$ cat config.mk
export PLATFORM = sky130hd
export DESIGN_NAME = adder_32
export DESIGN_NICKNAME = d
export VERILOG_FILES = /design/src/rtl/adder_32.sv
export SDC_FILE = /design/constraint.sdc
export NUM_CORES = 1
export LEC_CHECK = 0
export BUFFER_PORTS_ARGS = -buffer_cell sky130_fd_sc_hd__buf_4
export CORE_MARGIN = 2
export CORE_UTILIZATION = 44
export DETAILED_ROUTE_END_ITERATION = 16
export PLACE_DENSITY = 0.78
export SETUP_SLACK_MARGIN = 0.2
export SLEW_MARGIN = 20
export SYNTH_ARGS = -nofsm -noshare
export SYNTH_HDL_FRONTEND = slang
export SYNTH_SLANG_ARGS = --single-unit
export TNS_END_PERCENT = 50
$ cat constraint.sdc
create_clock -name clock -period 3 [get_ports clock]
set_input_delay 0.6 -clock clock [delete_from_list [all_inputs] [get_ports clock]]
set_output_delay 0.6 -clock clock [all_outputs]
set_load 0.01 [all_outputs]
$ cat src/rtl/adder_32.sv
// 32-bit two-level carry-lookahead adder with one register stage on sum and carry.
// Define OVERFLOW_FLAG_EN to add the registered signed-overflow output ovf.
module adder_32 (
  input  logic        clock,
  input  logic        reset,
  input  logic [31:0] A,
  input  logic [31:0] B,
  input  logic        c0,
  output logic [31:0] out,
  output logic        c32
`ifdef OVERFLOW_FLAG_EN
  ,
  output logic        ovf
`endif
);

  logic [31:0] g;
  logic [31:0] p;
  logic [32:0] carry;
  logic [7:0]  grp_g;
  logic [7:0]  grp_p;
  logic [31:0] sum;

  // Sum-of-products carry into group k+1: each group generate is qualified
  // by the propagates of all groups above it, plus c0 through every group.
  function automatic logic group_carry(
    input logic [7:0] gg,
    input logic [7:0] pp,
    input logic       cin,
    input int         k
  );
    logic acc;
    logic chain;
    acc   = 1'b0;
    chain = 1'b1;
    for (int j = 7; j >= 0; j--) begin
      if (j <= k) begin
        acc   = acc | (chain & gg[j]);
        chain = chain & pp[j];
      end
    end
    return acc | (chain & cin);
  endfunction

  assign g = A & B;
  assign p = A ^ B;
  assign carry[0] = c0;

  genvar gi;
  generate
    for (gi = 0; gi < 8; gi++) begin : gen_group
      localparam int BASE = 4 * gi;
      logic [3:0] gl;
      logic [3:0] pl;
      logic       ci;

      assign gl = g[BASE +: 4];
      assign pl = p[BASE +: 4];
      assign ci = carry[BASE];

      assign carry[BASE + 1] = gl[0] | (pl[0] & ci);
      assign carry[BASE + 2] = gl[1] | (pl[1] & gl[0]) | (pl[1] & pl[0] & ci);
      assign carry[BASE + 3] = gl[2] | (pl[2] & gl[1]) | (pl[2] & pl[1] & gl[0])
                             | (pl[2] & pl[1] & pl[0] & ci);

      assign grp_g[gi] = gl[3] | (pl[3] & gl[2]) | (pl[3] & pl[2] & gl[1])
                       | (pl[3] & pl[2] & pl[1] & gl[0]);
      assign grp_p[gi] = &pl;

      // Group boundary carries come from the second level, never from ripple.
      assign carry[BASE + 4] = group_carry(grp_g, grp_p, c0, gi);
    end

    for (gi = 0; gi < 32; gi++) begin : gen_sum
      assign sum[gi] = p[gi] ^ carry[gi];
    end
  endgenerate

  always_ff @(posedge clock) begin
    if (reset) begin
      out <= 32'd0;
      c32 <= 1'b0;
    end else begin
      out <= sum;
      c32 <= carry[32];
    end
  end

`ifdef OVERFLOW_FLAG_EN
  always_ff @(posedge clock) begin
    if (reset) ovf <= 1'b0;
    else       ovf <= carry[31] ^ carry[32];
  end
`endif

endmodule

==> summary.txt <==
Power and ir drop
  • Comb power frac: between 30 and 40%
  • Worst vdd ir: ~0.21 mV
  • Switching Fraction: between 30% and 40%
  • Psw: between 400 and 500 uW
  • Leak Pwr: about 0.0017 uW
  • Internal: 1020 uW
  • Cell Pwr Density: approximately 420 nW/um^2
  • Clk pwr share: about a quarter
  • Seq pwr share: roughly a third

Global route
  • Total global-route track usage: about a fifth
  • Gr ovfl total: 0
  • Vias in the first global route: about 2.3k
  • Largest net degree at the start of global routing: 49
  • Antenna violations before repair: 0
  • First-pass GRT wire length: a little under 10 mm

Synthesis
  • Sequential area share after synthesis: between 20% and 30%
  • Cell Area, Synth: 2350 sq um
  • Seq cells post-synth: 33
  • Syn. warnings: 0
  • Synth Instances: between 200 and 300
  • Top_reg_cell synth: dfxtp_1
  • Post-Syn Nets: ~360
  • Post-synth EDFFs: 0
  • Synth unique cells: 45
  • Post-synth ARST share: 0%
  • Syn_area_per_cell: between 9 and 10 sq um

Floorplan
  • # IOs: 100
  • Full die area: about 6000 sq um
  • Core Rows: 26
  • Die extent in x: about 77 microns
  • Initial Utilization: 45.7%
  • Die height: a little under 80 microns
  • Core area: approximately 5000 sq um

Setup path
  • Critical Path RT: 3.22 ns
  • Crit path from: A[4]
  • Arrival time at the worst endpoint: around 2.9 ns
  • Crit path capture type: register
  • Crit-path max FO: 5
  • Crit path launch type: input pin
  • Setup Crit Path Kind: input pin to register
  • Crit path to: out[20]$_SDFF_PP0_

Drt
  • Post-route ant nets: 0
  • DRC Markers: 0
  • WL/cell: around 13 microns
  • Post-Route WL: 5.56 mm
  • Detailed Route Iter0 Violations: 45
  • Via Count: roughly 2.3k
  • Vias per std cell: between 5 and 6
  • Drt pass-1 iters: 4

STA
  • Setup TNS Final: 0 ns
  • Fin. Hold Viols: 0
  • Number of setup violations in the final report: 0
  • FMAX: 370 MHz
  • Slew HR: just under 70%
  • Min Clock Period, post-route: 2.71 ns
  • Unrepaired setup endpoints after global routing: yes
  • Fin crit share: approximately 90%
  • Max Slew Vio Count: 0
  • Slew @ Worst Pin: approximately 0.47 ns

Finish
  • Layout fillers: roughly 460
  • Nets: between 400 and 500
  • Fraction of layout cells with a size suffix above 1: around 37%
  • P&R area growth vs syn: 46.1%
  • Post-route core utilization: between 60% and 70%
  • Antenna diode count: 0

CTS
  • Post-CTS sizing: 0
  • Hold_buf cts: 0
  • Clock-pin slew of the registers on the worst-case setup and hold paths: approximately 0.070 ns
  • CTS Root Cell: clkbuf_8
  • H-tree lvl count: 2
  • Max clock buf depth: 2
  • CTS tree: built
  • Clock sinks: 33
  • Num CTS Buffers: 5
  • Post-CTS setup buffers: 0

Status
  • Outcome: completed

Placed design
  • Count of input and output buffers: 99
  • Hpwl dp: between 4 and 5 mm
  • Routability cong.: 0.787

Worst hold path
  • Hold WC Path Type: input pin to register
  • Hold path startpoint: B[12]

Job
  • Max-Cap Viols: 0
metal layers:
layer  share of wire (%)  routed length, microns  track usage [%]  vias up
met5                   0                       0                0        -
met4                 1.7                      93             6.25        0
met3                 7.9                     441             7.18       10
met2                  52                    2890             37.4       68
met1                  38                    2140             20.7     1038
li1                    -                       -                -     1140
kinds of logic (layout without fill, tap and decap cells):
| logic type | after synthesis | count (layout) | share of synthesized area (%) |
|---|---|---|---|
| AND/OR/NAND/NOR | 87 | 87 | 20.2 |
| AO/OA/AOI/OAI | 58 | 58 | 18.0 |
| adder cells (fa/ha/maj) | 40 | 40 | 23.9 |
| flip-flops | 33 | 33 | 28.1 |
| buffers and inverters | 16 | 131 | 2.56 |
| XOR/XNOR | 13 | 13 | 4.85 |
| multiplexers | 5 | 5 | 2.40 |
state kept, by name (all words and copies together) (netlist names):
signal	count
out	32
c32	1
critical path, stage by stage:
cell      delay, ns
buf_4          0.12
ha_4           0.23
a21o_1         0.18
a221o_1        0.33
a31o_4         0.22
a311oi_4       0.33
o21bai_2       0.14
inv_1          0.09
o21ai_2        0.06
fa_2           0.52
nor2b_1        0.11
cell type report:
type                    count  area (sq um)  share of cell area, %
inverters                  10          37.5                   1.09
repair buffers            113           848                   24.7
flip-flops and latches     33           661                   19.2
well taps                  70          87.6                   2.55
clock buffers               7          96.3                   2.81
clock inverters             1          5.00                  0.146
multi-input cells         203          1700                   49.4
power by group through the flow:
| stage | combinational [uW] | clock (uW) | sequential [uW] |
|---|---|---|---|
| 3_3_place_gp | 558 | 0 | 524 |
| 2_1_floorplan | 287 | 0 | 556 |
| 5_1_grt | 638 | 399 | 521 |
| 6_report | 570 | 372 | 515 |
| 4_1_cts | 577 | 379 | 516 |
| 3_5_place_dp | 575 | 0 | 525 |
layout by cell type, fill, tap and decap left out, types with 3 or more instances in the layout:
cell,Yosys,routed
inv_1,10,10
dfxtp_1,33,33
nor4b_1,3,3
nor3b_1,7,7
mux2_1,5,5
a21o_1,14,14
ha_1,32,28
clkbuf_8,0,7
nor2b_1,16,16
o21ai_2,1,3
xnor2_1,10,10
nor2_1,27,27
nand2_1,7,7
nor3_1,5,5
nand3_1,8,8
buf_4,0,113
xor2_1,3,3
or3_1,4,4
ha_4,0,4
a21oi_1,17,17
fa_1,8,6
nand4_1,3,3
worst min path at each step:
| stage | end | slack (ns) | depth (start not counted) |
|---|---|---|---|
| 2_1_floorplan | out[5]$_SDFF_PP0_ | 0.87 | 3 |
| 3_3_place_gp | out[8]$_SDFF_PP0_ | 0.98 | 3 |
| 3_5_place_dp | out[16]$_SDFF_PP0_ | 0.98 | 3 |
| 4_1_cts | out[12]$_SDFF_PP0_ | 0.69 | 3 |
| 5_1_grt | out[8]$_SDFF_PP0_ | 0.70 | 3 |
| 6_report | out[12]$_SDFF_PP0_ | 0.69 | 3 |
cells in the mapped netlist (2+ instances only):
| library cell | number | area [sq um] |
|---|---|---|
| inv_1 | 10 | 37.5 |
| dfxtp_1 | 33 | 661 |
| nor2b_1 | 16 | 100 |
| mux2_1 | 5 | 56.3 |
| clkbuf_1 | 3 | 11.3 |
| o31ai_1 | 2 | 15.0 |
| a21oi_1 | 17 | 85.1 |
| xor2_1 | 3 | 26.3 |
| nand2_1 | 7 | 26.3 |
| nor3b_1 | 7 | 52.6 |
| nor4b_1 | 3 | 26.3 |
| fa_1 | 8 | 160 |
| o211ai_1 | 2 | 15.0 |
| a21o_1 | 14 | 105 |
| o21ai_0 | 3 | 15.0 |
| and3_1 | 3 | 18.8 |
| nand3_1 | 8 | 40.0 |
| o21ai_1 | 3 | 15.0 |
| or3_1 | 4 | 25.0 |
| buf_1 | 3 | 11.3 |
| nor2_1 | 27 | 101 |
| xnor2_1 | 10 | 87.6 |
| ha_1 | 32 | 400 |
| a31oi_1 | 2 | 12.5 |
| nand4_1 | 3 | 18.8 |
| nor3_1 | 5 | 25.0 |
stage by stage:
stage | hold slack (ns) | std cells | setup WS (ns) | total power [uW] | area (sq um)
finish | 0.690 | 437 | 0.294 | 1460 | 3430
global route | 0.700 | 437 | 0.191 | 1560 | 3430
CTS | 0.691 | 437 | 0.286 | 1470 | 3430
detailed placement | 0.983 | 429 | -0.00547 | 1100 | 3330
global placement | 0.978 | 429 | 0.0361 | 1080 | 3330
floorplan | 0.865 | 252 | 0.155 | 843 | 2420
Note: power is estimated with default switching activity, not from simulation.
